## src/rtl/switch_debouncer.sv

```systemverilog
// ---------------------------------------------------------------------------
// switch_debouncer
//
// Conditions raw board switch levels for the GPIO port block: each bit is
// brought into the clk domain through a two-flop synchroniser, then filtered
// by a per-bit stability counter that advances once per prescaler tick. A new
// level is accepted only after it has been seen on STABLE_TICKS consecutive
// ticks. Accepted changes produce one-cycle rise/fall pulses and a combined
// any_change strobe, all aligned with the cycle in which sw_db changes.
//
// Parameters:
//   WIDTH        number of switch bits
//   TICK_DIV     clk cycles per sample tick (>= 2)
//   STABLE_TICKS consecutive ticks a new level must persist (>= 1)
//
// Ports:
//   clk        system clock, rising edge
//   rst        asynchronous active-low reset
//   en         1 = debouncing active, 0 = prescaler/counters/outputs hold
//   sw_raw     raw switch levels, asynchronous to clk
//   sw_db      debounced registered levels
//   rise       one-cycle pulse per bit on an accepted 0->1 change
//   fall       one-cycle pulse per bit on an accepted 1->0 change
//   any_change one-cycle pulse when any bit of rise or fall is set
// ---------------------------------------------------------------------------
module switch_debouncer #(
    parameter int WIDTH        = 8,
    parameter int TICK_DIV     = 50000,
    parameter int STABLE_TICKS = 10
) (
    input  logic             clk,
    input  logic             rst,
    input  logic             en,
    input  logic [WIDTH-1:0] sw_raw,
    output logic [WIDTH-1:0] sw_db,
    output logic [WIDTH-1:0] rise,
    output logic [WIDTH-1:0] fall,
    output logic             any_change
);

    localparam int PW = $clog2(TICK_DIV);
    localparam int CW = $clog2(STABLE_TICKS + 1);

    localparam logic [PW-1:0] PRESC_LAST = PW'(TICK_DIV - 1);
    localparam logic [CW-1:0] CNT_LAST   = CW'(STABLE_TICKS - 1);

    logic [WIDTH-1:0] sync1;
    logic [WIDTH-1:0] sync2;
    logic [PW-1:0]    presc;
    logic             tick;

    logic [CW-1:0]    cnt      [WIDTH];
    logic [CW-1:0]    cnt_next [WIDTH];
    logic [WIDTH-1:0] db_next;
    logic [WIDTH-1:0] rise_next;
    logic [WIDTH-1:0] fall_next;

    // Gating the tick with en keeps the counters frozen while disabled even
    // if the prescaler happens to be parked on its last value.
    assign tick = en && (presc == PRESC_LAST);

    // Per-bit stability counter. Any tick that sees the synchronised input
    // back at the accepted level restarts the count, so a bounce discards
    // the partial run. The pulse direction follows the newly accepted level,
    // which guarantees rise and fall are never set together for one bit.
    always_comb begin
        db_next   = sw_db;
        rise_next = '0;
        fall_next = '0;
        for (int i = 0; i < WIDTH; i++) begin
            cnt_next[i] = cnt[i];
            if (tick) begin
                if (sync2[i] == sw_db[i]) begin
                    cnt_next[i] = '0;
                end else if (cnt[i] == CNT_LAST) begin
                    db_next[i]   = sync2[i];
                    cnt_next[i]  = '0;
                    rise_next[i] = sync2[i];
                    fall_next[i] = ~sync2[i];
                end else begin
                    cnt_next[i] = cnt[i] + CW'(1);
                end
            end
        end
    end

    // The synchroniser runs regardless of en so that the debouncer sees a
    // current level the moment it is re-enabled. Pulses are registered from
    // the same next-state values that update sw_db, keeping them aligned.
    always_ff @(posedge clk or negedge rst) begin
        if (!rst) begin
            sync1      <= '0;
            sync2      <= '0;
            presc      <= '0;
            sw_db      <= '0;
            rise       <= '0;
            fall       <= '0;
            any_change <= 1'b0;
            for (int i = 0; i < WIDTH; i++) begin
                cnt[i] <= '0;
            end
        end else begin
            sync1 <= sw_raw;
            sync2 <= sync1;
            if (en) begin
                presc <= (presc == PRESC_LAST) ? '0 : presc + PW'(1);
            end
            sw_db      <= db_next;
            rise       <= rise_next;
            fall       <= fall_next;
            any_change <= |(rise_next | fall_next);
            for (int i = 0; i < WIDTH; i++) begin
                cnt[i] <= cnt_next[i];
            end
        end
    end

endmodule

```

## config.mk

```make
export PLATFORM = sky130hd
export DESIGN_NAME = switch_debouncer
export DESIGN_NICKNAME = d
export VERILOG_FILES = /design/src/rtl/switch_debouncer.sv
export SDC_FILE = /design/constraint.sdc
export NUM_CORES = 1
export LEC_CHECK = 0
export ABC_AREA = 1
export CAP_MARGIN = 20
export CORE_MARGIN = 2
export CORE_UTILIZATION = 40
export CTS_BUF_LIST = sky130_fd_sc_hd__clkbuf_4 sky130_fd_sc_hd__clkbuf_8
export CTS_CLUSTER_SIZE = 40
export DETAILED_ROUTE_END_ITERATION = 7
export GPL_ROUTABILITY_DRIVEN = 0
export HOLD_SLACK_MARGIN = 0.08
export SLEW_MARGIN = 15
export SYNTH_ARGS = -nofsm -noshare
export SYNTH_HDL_FRONTEND = slang
export SYNTH_SLANG_ARGS = --single-unit
export TNS_END_PERCENT = 20
```

## constraint.sdc

```tcl
create_clock -name clk -period 1.5 [get_ports clk]
set_input_delay 0.3 -clock clk [delete_from_list [all_inputs] [get_ports clk]]
set_output_delay 0.3 -clock clk [all_outputs]
set_load 0.01 [all_outputs]
```

==> out/results.txt <==
Layout cells sized above 1: 0.216
Max Slew Vio Count: 0
Starting Density: 0.406
Worst-Skew Late Latency: 370 ps
Number of global-route vias before repair: 2,882
WP data arrival: 1840 ps
First-pass GRT wire length: 13,600 µm
DRC viols: 0
Filler Cells Inserted: 914
Synthesized cell area: 4120 µm²
Post-synth cell types: 28
Post-synth EDFFs: 0
Dpl cell area: 4900 µm²
Drt initial violations: 118
Final hold vios: 0
TNS Setup: -931 ps
Detail Route Antenna Nets: 0
Design Power: 5.36 mW
Yosys reg bits: 89
Sequential Area: 2230 µm²
Register share of total power: 0.493
LEAKAGE: 2.74 nW
Port bufs: 35
Commonest cells post-synth: 89 x dfrtp_1, 71 x nand2_1, 46 x nor2_1
Area grow syn2layout: 26.6%
CTS buffer count: 9
Yosys top cell area share: 0.541
Part of the cycle the worst path needs: 1.03
Dominant cells by area after synthesis: dfrtp_1 54%, nand2_1 6.5%, ha_1 5.2%, o21ai_2 5.1%, xor2_1 4.3%
WP data required: 1790 ps
Worst-path maximum fanout: 26
Ys flop type: dfrtp_1
First-pass DRT Iterations: 6
Final setup fails: 38
HP Class: flip-flop to flip-flop
Syn_nets: 429
Total gr overflow: 0
P_sw: 1.44 mW
Final worst-path setup slack: -50.0 ps
Skew final: 15.3 ps
Syn_area_per_cell: 10.3 µm²
Most frequent cell after synthesis: dfrtp_1
Violated checks: negative setup slack
Fin area: 5220 µm²
RSZ-0062 raised after global routing: true
CTS clk-pin slew, worst paths: 90 ps
Crit path kind: flip-flop to flip-flop
Pwr per Cell Area: 1030 nW/µm²
Die Wd: 105 µm
Clock period minus worst slack: 1550 ps
Critical Path Source Type: flip-flop
Final nets: 508
Comb power frac: 0.154
Die area: 11,100 µm²
Peak supply drop: 0.640 mV
Vias: 2,902
Relative slew slack: 0.675
I/O pins: 36
Routed wire length: 8190 µm
H-tree depth: 3
Status: complete, but fails checks
DP Wirelength: 5460 µm
Via/cell ratio: 4.67
Clk pwr share: 0.353
Multi-input logic area: 1750 µm²
Initial antenna violation count: 0
Int Pwr: 3.93 mW
Crit end category: flip-flop
CTS Sinks: 89
Max Clock Freq: 0.645 GHz
CTS tree: done
Register area share after synthesis: 0.541
Gr usage total: 0.153
Max Cap Viol: 0
Fraction of registers with async set/reset: 1.00
Gate Count Post-Synth: 401
Core Region: 10,100 µm²
Pre-CTS setup slack: -438 ps
CTS Buffer Depth: 2
Wirelength per Cell: 13.2 µm
Die Span Y: 105 µm
Placement row count: 37
YS warnings: 0
Largest net degree at the start of global routing: 53
Worst Tran Pin Value: 488 ps
CTS root buf: clkbuf_8
ANT cells: 0
Sw Ratio: 0.268
Cell taking the most area after synthesis: dfrtp_1
==> worst max-delay path, cell delays in order (launching register included) <==
cell and delay, ps:
dfrtp_1 370, ha_2 200, inv_2 50, nor2_2 80, nand2_2 90, nor2_8 120
nand2_4 150, clkbuf_16 240, o21ai_0 180
==> final cells by class <==
type,count,area share
flip-flops and latches,89,0.427
multi-input cells,274,0.336
repair buffers,74,0.134
well taps,136,0.0326
clock buffers,11,0.0278
inverters,31,0.0247
clock inverters,5,0.0166
repair inverters,1,0.00168
==> power by group through the flow <==
stage | registers, mW | clock network, mW | logic [mW]
after floorplan | 2.70 | 0 | 0.394
after CTS | 2.65 | 1.95 | 0.830
after detailed placement | 2.69 | 0 | 0.813
final | 2.64 | 1.89 | 0.827
after global routing | 2.67 | 2.05 | 0.929
after global placement | 2.69 | 0 | 0.803
==> logic make-up after synthesis <==
kind of cell | after synthesis | synth area share
AO/OA/AOI/OAI | 48 | 0.0802
flip-flops | 89 | 0.541
buffers and inverters | 38 | 0.0401
adder cells (fa/ha/maj) | 17 | 0.0516
XOR/XNOR | 29 | 0.0616
AND/OR/NAND/NOR | 180 | 0.226
==> routing by layer <==
metal,GRT usage,routed length [µm],vias up
met2,0.245,3830,44
met5,0,0,-
li1,-,-,1468
met3,0.0532,324,7
met4,0.0367,81,0
met1,0.202,3960,1383
==> worst paths after layout <==
path / slack, ps / to / cells past startpoint / start
max reg2reg: -50 / sw_db[3] / 8 / presc[0]
min reg2reg: 350 / sync2[1] / 0 / sync1[1]
max: -50 / sw_db[3] / 8 / presc[0]
min in group asynchronous: 480 / rise[3] / 3 / rst
min: 350 / sync2[1] / 0 / sync1[1]
max in group asynchronous: 560 / presc[0] / 3 / rst
==> flip-flops by register name (all words and copies together), names as in the netlist <==
name,count
cnt,32
presc,16
sw_db,8
any_change,1
sync1,8
fall,8
rise,8
sync2,8
==> cell usage in the layout, fill, tap and decap left out, drive strengths merged, types with 5 or more instances in the layout <==
| master | synthesis | layout |
|---|---|---|
| clkbuf | 4 | 13 |
| xor2 | 20 | 20 |
| xnor2 | 9 | 9 |
| buf | 3 | 37 |
| nand4 | 14 | 14 |
| ha | 17 | 17 |
| inv | 30 | 32 |
| nor2 | 49 | 49 |
| nor3 | 10 | 10 |
| nand3 | 23 | 23 |
| nand3b | 8 | 8 |
| clkdlybuf4s50 | 0 | 8 |
| dfrtp | 89 | 89 |
| nand2 | 75 | 75 |
| dlygate4sd2 | 0 | 25 |
| o21ai | 43 | 43 |
| a21oi | 5 | 5 |
==> through the flow <==
stage	std cells	utilization	hold slack [ps]
final	621	0.514	350
after global routing	621	0.514	332
after CTS	618	0.506	342
after detailed placement	600	0.483	309
after global placement	600	0.483	303
after floorplan	401	-	4.41
==> timing repair <==
item                       in CTS  in global routing
setup endpoints to repair      42                 58
hold buffers                    1                  0
gates cloned                    0                  3
pin swaps                       1                  3
resized for setup              33                 13
setup buffers                   1                  0
hold endpoints to repair       89                  0
No activity file was read; power rests on OpenSTA's default activity.
